<file path="config.mk">
export PLATFORM = sky130hd
export DESIGN_NAME = gf180mcu_fd_sc_mcu7t5v0__tribus_rx
export DESIGN_NICKNAME = d
export VERILOG_FILES = /design/src/rtl/gf180mcu_fd_sc_mcu7t5v0__tribus_rx.sv
export SDC_FILE = /design/constraint.sdc
export NUM_CORES = 1
export LEC_CHECK = 0
export CAP_MARGIN = 25
export CORE_MARGIN = 2
export CORE_UTILIZATION = 50
export CTS_CLUSTER_SIZE = 16
export DETAILED_ROUTE_END_ITERATION = 12
export PLACE_DENSITY = 0.73
export SLEW_MARGIN = 20
export SYNTH_ARGS = -nofsm -noshare
export SYNTH_HDL_FRONTEND = slang
export SYNTH_SLANG_ARGS = --single-unit
</file>
<file path="constraint.sdc">
create_clock -name clk -period 6.9 [get_ports clk]
set_clock_uncertainty 0.2 [all_clocks]
set_input_delay 1.38 -clock clk [delete_from_list [all_inputs] [get_ports clk]]
set_output_delay 1.38 -clock clk [all_outputs]
set_load 0.02 [all_outputs]
</file>
<file path="src/rtl/gf180mcu_fd_sc_mcu7t5v0__tribus_rx.sv">
// Receive-side direction controller and FWFT capture FIFO for a half-duplex bufz bus.
// Optional parity check: define GF180MCU_FD_SC_MCU7T5V0__TRIBUS_RX_PARITY_EN to add bus_p/perr.
module gf180mcu_fd_sc_mcu7t5v0__tribus_rx #(
  parameter int W      = 8,
  parameter int DEPTH  = 4,
  parameter int TA_CYC = 2
) (
  input  logic                       clk,
  input  logic                       rn,
  input  logic                       dir_req,
  input  logic [W-1:0]               bus_i,
  input  logic                       bus_vld,
`ifdef GF180MCU_FD_SC_MCU7T5V0__TRIBUS_RX_PARITY_EN
  input  logic                       bus_p,
  output logic                       perr,
`endif
  output logic                       local_en,
  output logic                       rx_act,
  input  logic                       rd,
  output logic [W-1:0]               data,
  output logic                       empty,
  output logic                       full,
  output logic [$clog2(DEPTH):0]     count,
  output logic                       ovf,
  input  logic                       ovf_clr
);

  localparam int AW = $clog2(DEPTH);
  localparam int CW = AW + 1;
  localparam int TW = $clog2(TA_CYC) + 1;
  localparam logic [TW-1:0] TA_LOAD = TW'(TA_CYC - 1);
  localparam logic [CW-1:0] DEPTH_C = CW'(DEPTH);

  typedef enum logic [1:0] {ST_IDLE, ST_TA, ST_RX, ST_TX} state_t;

  state_t          state_r, state_s;
  logic            target_tx_r, target_tx_s;
  logic [TW-1:0]   ta_cnt_r, ta_cnt_s;
  logic            local_en_r;

  logic [W-1:0]    mem_r [DEPTH];
  logic [AW-1:0]   wr_ptr_r, rd_ptr_r, head_idx_s;
  logic [CW-1:0]   count_r, count_s;
  logic            empty_r, full_r, ovf_r;
  logic [W-1:0]    data_r, head_val_s;
  logic            capture_s, par_ok_s, push_s, pop_s, drop_s;

`ifdef GF180MCU_FD_SC_MCU7T5V0__TRIBUS_RX_PARITY_EN
  logic            perr_r;

  function automatic logic even_parity_ok(input logic [W-1:0] d, input logic p);
    return ~(^{d, p});
  endfunction
`endif

  // Direction FSM: every direction change passes through a full turnaround gap.
  always_comb begin
    state_s     = state_r;
    target_tx_s = target_tx_r;
    ta_cnt_s    = ta_cnt_r;
    case (state_r)
      ST_IDLE: begin
        if (dir_req) begin
          state_s = ST_RX;
        end else begin
          state_s     = ST_TA;
          target_tx_s = 1'b1;
          ta_cnt_s    = TA_LOAD;
        end
      end
      ST_RX: begin
        if (!dir_req) begin
          state_s     = ST_TA;
          target_tx_s = 1'b1;
          ta_cnt_s    = TA_LOAD;
        end else begin
          state_s = ST_RX;
        end
      end
      ST_TX: begin
        if (dir_req) begin
          state_s     = ST_TA;
          target_tx_s = 1'b0;
          ta_cnt_s    = TA_LOAD;
        end else begin
          state_s = ST_TX;
        end
      end
      ST_TA: begin
        if (ta_cnt_r == {TW{1'b0}}) begin
          state_s = target_tx_r ? ST_TX : ST_RX;
        end else begin
          ta_cnt_s = ta_cnt_r - TW'(1);
        end
      end
      default: begin
        state_s = ST_IDLE;
      end
    endcase
  end

  // FSM state, turnaround counter and the registered bus drive enable.
  always_ff @(posedge clk or negedge rn) begin
    if (!rn) begin
      state_r     <= ST_IDLE;
      target_tx_r <= 1'b0;
      ta_cnt_r    <= {TW{1'b0}};
      local_en_r  <= 1'b0;
    end else begin
      state_r     <= state_s;
      target_tx_r <= target_tx_s;
      ta_cnt_r    <= ta_cnt_s;
      local_en_r  <= (state_s == ST_TX);
    end
  end

  // Capture qualification, push/pop arbitration and the next FWFT head value.
  always_comb begin
    capture_s = (state_r == ST_RX) && bus_vld;
`ifdef GF180MCU_FD_SC_MCU7T5V0__TRIBUS_RX_PARITY_EN
    par_ok_s  = even_parity_ok(bus_i, bus_p);
`else
    par_ok_s  = 1'b1;
`endif
    pop_s     = rd && !empty_r;
    push_s    = capture_s && par_ok_s && (!full_r || rd);
    drop_s    = capture_s && par_ok_s && full_r && !rd;
    case ({push_s, pop_s})
      2'b10:   count_s = count_r + CW'(1);
      2'b01:   count_s = count_r - CW'(1);
      default: count_s = count_r;
    endcase
    if (pop_s) begin
      head_idx_s = rd_ptr_r + AW'(1);
    end else begin
      head_idx_s = rd_ptr_r;
    end
    // The word written this edge becomes head when it lands where the head will point.
    if (push_s && (wr_ptr_r == head_idx_s)) begin
      head_val_s = bus_i;
    end else begin
      head_val_s = mem_r[head_idx_s];
    end
  end

  // FIFO storage, pointers, flags and sticky error bits.
  always_ff @(posedge clk or negedge rn) begin
    if (!rn) begin
      mem_r    <= '{default: {W{1'b0}}};
      wr_ptr_r <= {AW{1'b0}};
      rd_ptr_r <= {AW{1'b0}};
      count_r  <= {CW{1'b0}};
      empty_r  <= 1'b1;
      full_r   <= 1'b0;
      data_r   <= {W{1'b0}};
      ovf_r    <= 1'b0;
`ifdef GF180MCU_FD_SC_MCU7T5V0__TRIBUS_RX_PARITY_EN
      perr_r   <= 1'b0;
`endif
    end else begin
      if (push_s) begin
        mem_r[wr_ptr_r] <= bus_i;
        wr_ptr_r        <= wr_ptr_r + AW'(1);
      end
      if (pop_s) begin
        rd_ptr_r <= rd_ptr_r + AW'(1);
      end
      count_r <= count_s;
      empty_r <= (count_s == {CW{1'b0}});
      full_r  <= (count_s == DEPTH_C);
      if (count_s != {CW{1'b0}}) begin
        data_r <= head_val_s;
      end
      if (drop_s) begin
        ovf_r <= 1'b1;
      end else if (ovf_clr) begin
        ovf_r <= 1'b0;
      end
`ifdef GF180MCU_FD_SC_MCU7T5V0__TRIBUS_RX_PARITY_EN
      if (capture_s && !par_ok_s) begin
        perr_r <= 1'b1;
      end else if (ovf_clr) begin
        perr_r <= 1'b0;
      end
`endif
    end
  end

  assign local_en = local_en_r;
  assign rx_act   = (state_r == ST_RX);
  assign data     = data_r;
  assign empty    = empty_r;
  assign full     = full_r;
  assign count    = count_r;
  assign ovf      = ovf_r;
`ifdef GF180MCU_FD_SC_MCU7T5V0__TRIBUS_RX_PARITY_EN
  assign perr     = perr_r;
`endif

endmodule

</file>
# == Word-level counts from Yosys, hierarchy flattened ==
# Cells that the tools add are included.
# classes
n_addsub,5
magnitude_cmp,3
eq_ne,11
mux,23
n_bitwise,2
n_reduce_logical,20
# op_table
op,count
$bwmux W32,1
$mux W8,4
$bmux W8 S2,1
$demux W8 S2,1
$mux W2,7
$pmux W2 S3,2
$eq A2 B2 Y1 const B,4
$logic_and A1 B1 Y1,7
$ge A3 B3 Y1 const B,2
$ne A2 B2 Y1 const B,3
$not A2 Y3,2
$pmux W3 S2,1
$reduce_and A3 Y1,2
$mux W1,5
$add A2 B1 Y2 const B,2
$eq A2 B1 Y1 const B,2
$logic_not A2 Y1,2
$reduce_bool A2 Y1,2
$add A3 B1 Y3 const B,1
$eq A3 B3 Y1 const B,1
$logic_not A1 Y1,3
$logic_not A3 Y1,1
$lt A3 B1 Y1 const B,1
$reduce_bool A3 Y1,1
6 further kinds,6
# word_totals
reg_bits,56
inputBits,14
out_inout_bits,16
wordCells,79

# == Logic depth before layout (Yosys ltp) ==
# Gate-level depths: netlist of the first run.
# logic_depth
depth_word,8
ltp_mapped,11
mapped_depth_nobuf,10

# == Least setup slack after synthesis of the first run ==
# OpenSTA, ideal clock, no wires.
# synth_timing
kind,input-to-reg
from,in bus_vld
to,"reg data_r[0], in the netlist data[0]"
setup_time_ns,0.126
arrival_time_ns,3.485
t_required_ns,6.574
slack_ns,3.089
stages,11
path_buffers,1
cell_sequence,nand3b_4 > a21oi_4 > inv_1 > ha_1 > fa_1 > xnor2_1 > o21a_1 > nor3_4 > nor2b_4 > buf_6 > a221o_1
# synth_between
elab_chain_cells,5
word_cells_on_any_way,8
classes_between,eq/ne: 2; mux: 2; reduce/logical: 4
# synth_lines
element,line,rtl
start: declaration,12,"input logic bus_vld,"
$logic_and A1 B1 Y1 (*),119,capture_s = (state_r == ST_RX) && bus_vld;
$logic_and A1 B1 Y1 (*),126,push_s = capture_s && par_ok_s && (!full_r || rd);
$eq A2 B1 Y1 or $eq A2 B2 Y1 (tied branches),128,"case ({push_s, pop_s})"
$pmux W3 S2,128,
$reduce_bool A3 Y1,171,if (count_s != {CW{1'b0}}) begin
end signal: assignment,155,data_r <= {W{1'b0}};
end signal: assignment,172,data_r <= head_val_s;
end: declaration,45,"logic [W-1:0] data_r, head_val_s;"
# Mark *: on every way between the ends. The rest lies on a longest branch, timed or not.
# A chain may end at the register's enable or synchronous reset.

# == Final worst setup path of the first run ==
# layout_timing
from,in rd
to,"reg data_r[1], in the netlist data[1]"
# layout_between
elab_chain_cells,7
word_cells_on_any_way,15
classes_between,eq/ne: 3; mux: 6; bitwise: 1; reduce/logical: 5
# layout_lines
element,line,rtl
start: declaration,19,"input logic rd,"
$logic_and A1 B1 Y1,125,pop_s = rd && !empty_r;
$mux W2,n/a,
$not A2 Y3 (not written as such),142,head_val_s = mem_r[head_idx_s];
$bmux W8 S2,142,
$mux W8 (not written as such) (2 in series),142,
$mux W8,139,if (push_s && (wr_ptr_r == head_idx_s)) begin
# Parallel ways exist; a longest one is shown, timed or not. The select of a mux whose other input is x is not followed.

==> summary.md, run 1 <==
| Metric | Value |
|---|---|
| Die W | `76.9 microns` |
| Crit end category | `flip-flop` |
| Clock Latency Late Sink | `0.31 ns` |
| Post-CTS resize count | `0` |
| Layout cells sized above 1 | `29.3%` |
| # IOs | `30` |
| Routed wire length | `5190 microns` |
| Postcts setup bufs | `0` |
| Hold Fails Final Rpt | `0` |
| Final period util | `64.4%` |
| Post-Synthesis Cells | `179` |
| Top-area cell type share of the netlist area | `51.8%` |
| List of most frequent post-synthesis cells | `dfrtp_1, mux2_2, inv_1` |
| Pre-CTS setup slack | `2.13 ns` |
| Root Driver | `clkbuf_8` |
| Measured slew at the worst slew-check pin | `0.704 ns` |
| Outcome | `finished, final reports clean` |
| Clock power share | `13.3%` |
| Antenna cells | `0` |
| Crit path max fanout | `12` |
| Vias in the first global route | `1657` |
| Synthesis-to-layout area growth | `17.2%` |
| Flop pwr share | `41.5%` |
| Final setup viols | `0` |
| Vias/cell | `5.54` |
| Drt pass-1 iters | `4` |
| Post-Syn Area | `2660 sq um` |
| Post-DRT Antenna Nets | `0` |
| NumNets Final | `235` |
| Sw frac | `34.5%` |
| Slowest-stage cell, CP | `clkdlybuf4s50_1` |
| Chip height | `76.9 microns` |
| Synth area leaders | `dfrtp_1, mux2_2, mux4_2` |
| Hold_buf cts | `0` |
| Clock transition at path regs | `0.10 ns` |
| Area leader, netlist | `dfrtp_1` |
| Pint | `0.000892 W` |
| Post-DP HPWL | `3630 microns` |
| Cell Pwr Density | `438 nW/um^2` |
| Leakage power | `1.42 nW` |
| Hold WC Path Type | `reg2reg` |
| Achievable frequency | `225 MHz` |
| Worst path cell trace | `clkdlybuf4s50_1 > inv_1 > a21oi_4 > inv_1 > ha_1 > fa_1 > xnor2_1 > o21a_1 > nor3_4 > nor2_2 > a221o_1` |
| CORE AREA | `5110 sq um` |
| Mapped Nets | `200` |
| Routability cong. | `0.768` |
| First-pass GRT wire length | `8510 microns` |
| Clock Sinks | `56` |
| Relative slew slack | `53.0%` |
| Syn. warnings | `0` |
| CTS tree | `yes` |
| Setup CP Type | `in2reg` |
| Register area share after synthesis | `52.8%` |
| Die area | `5910 sq um` |
| Synth unique cells | `40` |
| Max cap viols | `0` |
| Psw | `0.000471 W` |
| Num CTS Buffers | `5` |
| Maximum clock insertion buffer count | `2` |
| Starting Density | `52.0%` |
| Final TNS setup | `0 ns` |
| Setup slack after layout | `2.45 ns` |
| CP Launch Type | `input pin` |
| Initial antenna violation count | `0` |
| Primary FF master, synth | `dfrtp_1` |
| Combinational power share | `45.2%` |
| Most common cell in the synthesized netlist | `dfrtp_1` |
| Remaining global-route overflow | `0` |
| Syn avg cell area | `14.8 sq um` |
| Final Max Tran Viols | `0` |
| Port Buffer Count | `29` |
| DRT iter0 DRCs | `92` |
| Worst path top cell family by delay | `compound AO/OA/AOI/OAI gates` |
| Number of remaining DRC errors | `0` |
| Worst Path Buf+Inv | `3` |
| Arr. time, crit path | `4.45 ns` |
| Wire per inst | `18.2 microns` |
| EDFF count, synth | `0` |
| Critical Path RT | `6.90 ns` |
| Row cnt | `26` |
| Pin count of the biggest net entering global routing | `57` |
| H-tree levels | `2` |
| VDD IR max | `200 uV` |
| Ys async rst share | `100%` |
| Crit-path most repeated cell | `inv_1` |
| RSZ-0062 raised after global routing | `no` |
| Flops & latches, synth | `56` |
| Tot GR Track Use | `19.0%` |
| Via count | `1580` |
| Min Tclk post-route | `4.45 ns` |
| Largest stage delay, worst path | `0.52 ns` |
-- cells in the final DEF (no fill, tap or decap), types with 2 or more instances in the layout --
cell type	synthesis	routed
a221o_1	8	8
and2_1	8	8
clkbuf_8	0	6
clkdlybuf4s50_1	0	28
clkinv_2	0	2
dfrtp_1	55	55
ha_1	6	6
inv_1	11	11
mux2_2	33	33
mux4_1	2	2
mux4_2	6	6
nand2_1	9	9
nor2_1	2	2
nor2b_1	3	3
nor3_4	2	2
nor3b_1	2	2
o21ai_0	3	3
xnor2_1	3	3
xnor3_1	2	2
-- state kept, by name, indices dropped and copies added (netlist names) --
name / cells
count: 3
data: 8
empty: 1
full: 1
local_en: 1
mem_r: 32
ovf: 1
rd_ptr_r: 2
state_r: 2
ta_cnt_r: 2
target_tx_r: 1
wr_ptr_r: 2
-- metrics by stage --
step	cell area, sq um	utilization, %	instances	hold WS [ns]	power, W
2_1_floorplan	2660	-	179	0.249	0.00100
3_3_place_gp	3020	59.1	277	0.261	0.00115
3_5_place_dp	3020	59.1	277	0.283	0.00119
4_1_cts	3110	61.0	285	0.302	0.00138
5_1_grt	3110	61.0	285	0.325	0.00145
6_report	3110	61.0	285	0.293	0.00136
-- path summary, 6_finish.rpt --
check                                             start                       to  slack, ns  cells after the start
worst max-delay path                                 rd      data[1]$_DFFE_PN0P_       2.45                     11
worst min-delay path            ta_cnt_r[1]$_DFFE_PN0P_  ta_cnt_r[1]$_DFFE_PN0P_       0.29                      2
worst max register to register     state_r[0]$_DFF_PN0_      data[1]$_DFFE_PN0P_       3.50                     10
worst min register to register  ta_cnt_r[1]$_DFFE_PN0P_  ta_cnt_r[1]$_DFFE_PN0P_       0.29                      2
max in group asynchronous                            rn     mem_r[2]$_DFFE_PN0P_       5.03                      2
min in group asynchronous                            rn       count[0]$_DFF_PN0_       0.99                      2
-- power groups by stage --
stage                     logic [W]  clock network (W)  registers, W
after floorplan            0.000424                  0      0.000580
after global placement     0.000594                  0      0.000558
after detailed placement   0.000623                  0      0.000571
after CTS                  0.000628           0.000189      0.000565
after global routing       0.000670           0.000203      0.000579
final                      0.000616           0.000181      0.000565
-- kinds of logic (layout without fill, tap and decap cells) --
group,Yosys count,in the layout,share of synthesized area [%]
compound gates,20,20,6.50
buf+inv,13,49,2.17
simple gates,34,34,9.19
flops,56,56,52.8
xor+xnor,7,7,4.33
mux,42,42,21.4
fa+ha+maj,7,7,3.58
-- worst reg2reg max path, cell delays in order, from the launching register on --
cell      delay, ns
dfrtp_1        0.46
nand3b_4       0.20
a21oi_4        0.26
inv_1          0.08
ha_1           0.24
fa_1           0.38
xnor2_1        0.19
o21a_1         0.25
nor3_4         0.48
nor2_2         0.19
a221o_1        0.36
-- metal layers --
metal / share of wire, % / up-vias / global-route usage [%]
met1: 44 / 824 / 25.4
met3: 2.6 / 11 / 3.88
met4: 1.8 / 0 / 6.55
met2: 52 / 23 / 31.1
met5: 0 / - / 0
li1: - / 722 / -
-- area by class of cell --
class,count,area (sq um)
Tap cell,70,87.6
Inverter,11,41.3
Fill cell,414,1990
Clock buffer,6,82.6
Timing Repair Buffer,30,293
Multi-Input combinational cell,110,1200
Sequential cell,56,1400
Clock inverter,2,10.0
No activity file was read; power rests on OpenSTA's default activity.
==> run 2, diff against run 1 <==
- PLACE_DENSITY: 0.73 -> 0.76
- clock period: 6.9 -> 3.91 ns (I/O delays scaled with it)
==> run 2 against run 1 <==
  * Clock-buffer cell count did not move
  * Combinational power up 79%
  * Largest power group unchanged
  * First-iteration DRC count up 34%
  * Via count is 3.6% lower
  * Final area increased by 0.60%
  * Largest cell class unchanged
  * Clock power grew 75%
  * Setup slack lost 1.9 ns
  * Sequential share of layout area fell by 0.27 points
  * Total power increased by 76%
  * Non-clock buffer count is 3 higher
  * Critical path type unchanged
==> summary.md, run 2 (synthesized netlist as in run 1, its figures left out) <==
| Metric | Value |
|---|---|
| Flop pwr share | `40.9% (-0.6 points)` |
| Sw frac | `34.1% (-0.40 points)` |
| Leakage power | `1.43 nW (+0.41%)` |
| End of the worst register-to-register path | `data[5]$_DFFE_PN0P_` |
| Clock Sinks | `56 (unchanged)` |
| Hold WC Path Type | `reg2reg` |
| Starting Density | `52.0% (unchanged)` |
| Critical Path RT | `3.91 ns (-2.99 ns)` |
| Wire per inst | `16.2 microns (-11%)` |
| Hold Fails Final Rpt | `0 (unchanged)` |
| Most frequent cells in the layout | `dfrtp_1, mux2_2, clkdlybuf4s50_1` |
| Maximum clock insertion buffer count | `2 (unchanged)` |
| Storage cell area | `1400 sq um (unchanged)` |
| Commonest non-fill, non-tap cell in the layout | `dfrtp_1` |
| R2r worst-path depth | `12 (+2)` |
| RSZ-0062 raised after global routing | `no` |
| Top reg by flops | `mem_r` |
| Die W | `76.9 microns (unchanged)` |
| Num CTS Buffers | `5 (unchanged)` |
| Post-DP HPWL | `3260 microns (-10%)` |
| Routability cong. | `0.735 (-4.3%)` |
| Measured slew at the worst slew-check pin | `0.739 ns (+0.0348 ns)` |
| Combinational power share | `45.9% (+0.7 points)` |
| Via count | `1523 (-3.6%)` |
| VDD IR max | `313 uV (+56%)` |
| Initial antenna violation count | `0 (unchanged)` |
| Outcome | `finished, final reports clean` |
| Port Buffer Count | `29 (unchanged)` |
| Routed wire length | `4670 microns (-10%)` |
| Synthesis-to-layout area growth | `17.9%` |
| Hold_buf cts | `0 (unchanged)` |
| PnR Total Power | `0.00240 W (+76%)` |
| H-tree levels | `2 (unchanged)` |
| Vias/cell | `5.29 (-4.6%)` |
| Post-DRT Antenna Nets | `0 (unchanged)` |
| Antenna cells | `0 (unchanged)` |
| Final Max Tran Viols | `0 (unchanged)` |
| Tot GR Track Use | `17.7% (-1.4 points)` |
| RR Startpoint | `state_r[0]$_DFF_PN0_` |
| Max cap viols | `0 (unchanged)` |
| R2R setup slack | `0.97 ns (-2.53 ns)` |
| Row cnt | `26 (unchanged)` |
| Post-CTS resize count | `0 (unchanged)` |
| Layout cells sized above 1 | `29.8% (+0.51 points)` |
| Pin count of the biggest net entering global routing | `35 (-39%)` |
| Clock transition at path regs | `0.09 ns (about the same)` |
| Arr. time, crit path | `3.40 ns (-1.05 ns)` |
| Crit end category | `flip-flop` |
| Crit path to | `data[5]$_DFFE_PN0P_` |
| Setup CP Type | `in2reg` |
| Die area | `5910 sq um (unchanged)` |
| Final setup viols | `0 (unchanged)` |
| DRT iter0 DRCs | `123 (+34%)` |
| Remaining global-route overflow | `0 (unchanged)` |
| Crit path max fanout | `10 (-2)` |
| Cell Pwr Density | `766 nW/um^2 (+75%)` |
| CTS tree | `yes` |
| Fin util | `61.3% (+0.37 points)` |
| NumNets Final | `238 (+1.3%)` |
| CP Launch Type | `input pin` |
| Postcts setup bufs | `0 (unchanged)` |
| Pint | `0.00158 W (+77%)` |
| Area of the multi-input gates | `1200 sq um (unchanged)` |
| Relative slew slack | `50.7% (-2.3 points)` |
| Drt pass-1 iters | `4 (unchanged)` |
| Psw | `0.000819 W (+74%)` |
| Fillers | `401 (-3.1%)` |
| Vias in the first global route | `1595 (-3.7%)` |
| Chip height | `76.9 microns (unchanged)` |
| Final period util | `86.8%` |
| Root Driver | `clkbuf_8` |
| Min Tclk post-route | `3.39 ns` |
| First-pass GRT wire length | `7970 microns (-6.3%)` |
| # IOs | `30 (unchanged)` |
| Clock power share | `13.2% (about the same)` |
| Clock Latency Late Sink | `0.31 ns (about the same)` |
| CORE AREA | `5110 sq um (unchanged)` |
| Number of remaining DRC errors | `0 (unchanged)` |
| Achievable frequency | `295 MHz` |
| Max reg flops | `32 (unchanged)` |
| Final TNS setup | `0 ns (unchanged)` |
| Launch point of the worst path | `rd` |
[run 2: cell types whose count changed in the layout (fill, tap and decap cells not counted), sizes merged]
cell / before / now
buf: 2 / 5
clkinv: 2 / 1
clkinvlp: 0 / 1
[run 2: layout make-up]
type	count	area share [%]
well taps	70	2.80
repair buffers	33	10.1
clock inverters	2	0.519
flip-flops and latches	56	44.8
multi-input cells	110	38.2
inverters	11	1.32
clock buffers	6	2.32
[run 2: critical path, stage by stage]
cell,delay [ns]
clkdlybuf4s50_1,0.53
inv_1,0.09
a21oi_4,0.14
inv_1,0.05
ha_1,0.22
fa_1,0.38
xnor2_1,0.23
buf_4,0.16
nor3_4,0.04
nor3_4,0.25
buf_4,0.21
nor3b_1,0.06
a221o_1,0.25
[run 2: how the worst min path moves through the flow]
stage | start | end | slack, ns | cells past startpoint
after CTS | ta_cnt_r[1]$_DFFE_PN0P_ | ta_cnt_r[1]$_DFFE_PN0P_ | 0.30 | 2
after detailed placement | ta_cnt_r[1]$_DFFE_PN0P_ | ta_cnt_r[1]$_DFFE_PN0P_ | 0.28 | 2
after global placement | ta_cnt_r[1]$_DFFE_PN0P_ | ta_cnt_r[1]$_DFFE_PN0P_ | 0.27 | 2
final | ta_cnt_r[0]$_DFFE_PN0P_ | ta_cnt_r[0]$_DFFE_PN0P_ | 0.29 | 1
after floorplan | ta_cnt_r[1]$_DFFE_PN0P_ | ta_cnt_r[1]$_DFFE_PN0P_ | 0.25 | 2
after global routing | mem_r[0]$_DFFE_PN0P_ | mem_r[0]$_DFFE_PN0P_ | 0.32 | 1
[run 2: layer usage]
layer | vias up | wire length [microns] | track usage (%)
met3 | 6 | 192 | 4.35
li1 | 720 | - | -
met1 | 772 | 2150 | 24.4
met4 | 0 | 76 | 6.55
met2 | 25 | 2250 | 27.3
met5 | - | 0 | 0
[run 2: power by group through the flow]
stage                     combinational, W  clock [W]  sequential (W)
after floorplan                   0.000749          0         0.00102
after global placement             0.00108          0        0.000989
after detailed placement           0.00111          0        0.000996
after CTS                          0.00112   0.000328        0.000984
after global routing               0.00120   0.000353         0.00102
final                              0.00110   0.000317        0.000981
[run 2: stage by stage]
stage | hold slack, ns | instance area, sq um | cells | setup WS [ns]
floorplan | 0.249 | 2660 | 179 | 0.697
global placement | 0.267 | 3040 | 280 | 0.236
detailed placement | 0.278 | 3040 | 280 | 0.195
CTS | 0.300 | 3130 | 288 | 0.512
global route | 0.319 | 3130 | 288 | 0.312
finish | 0.288 | 3130 | 288 | 0.515
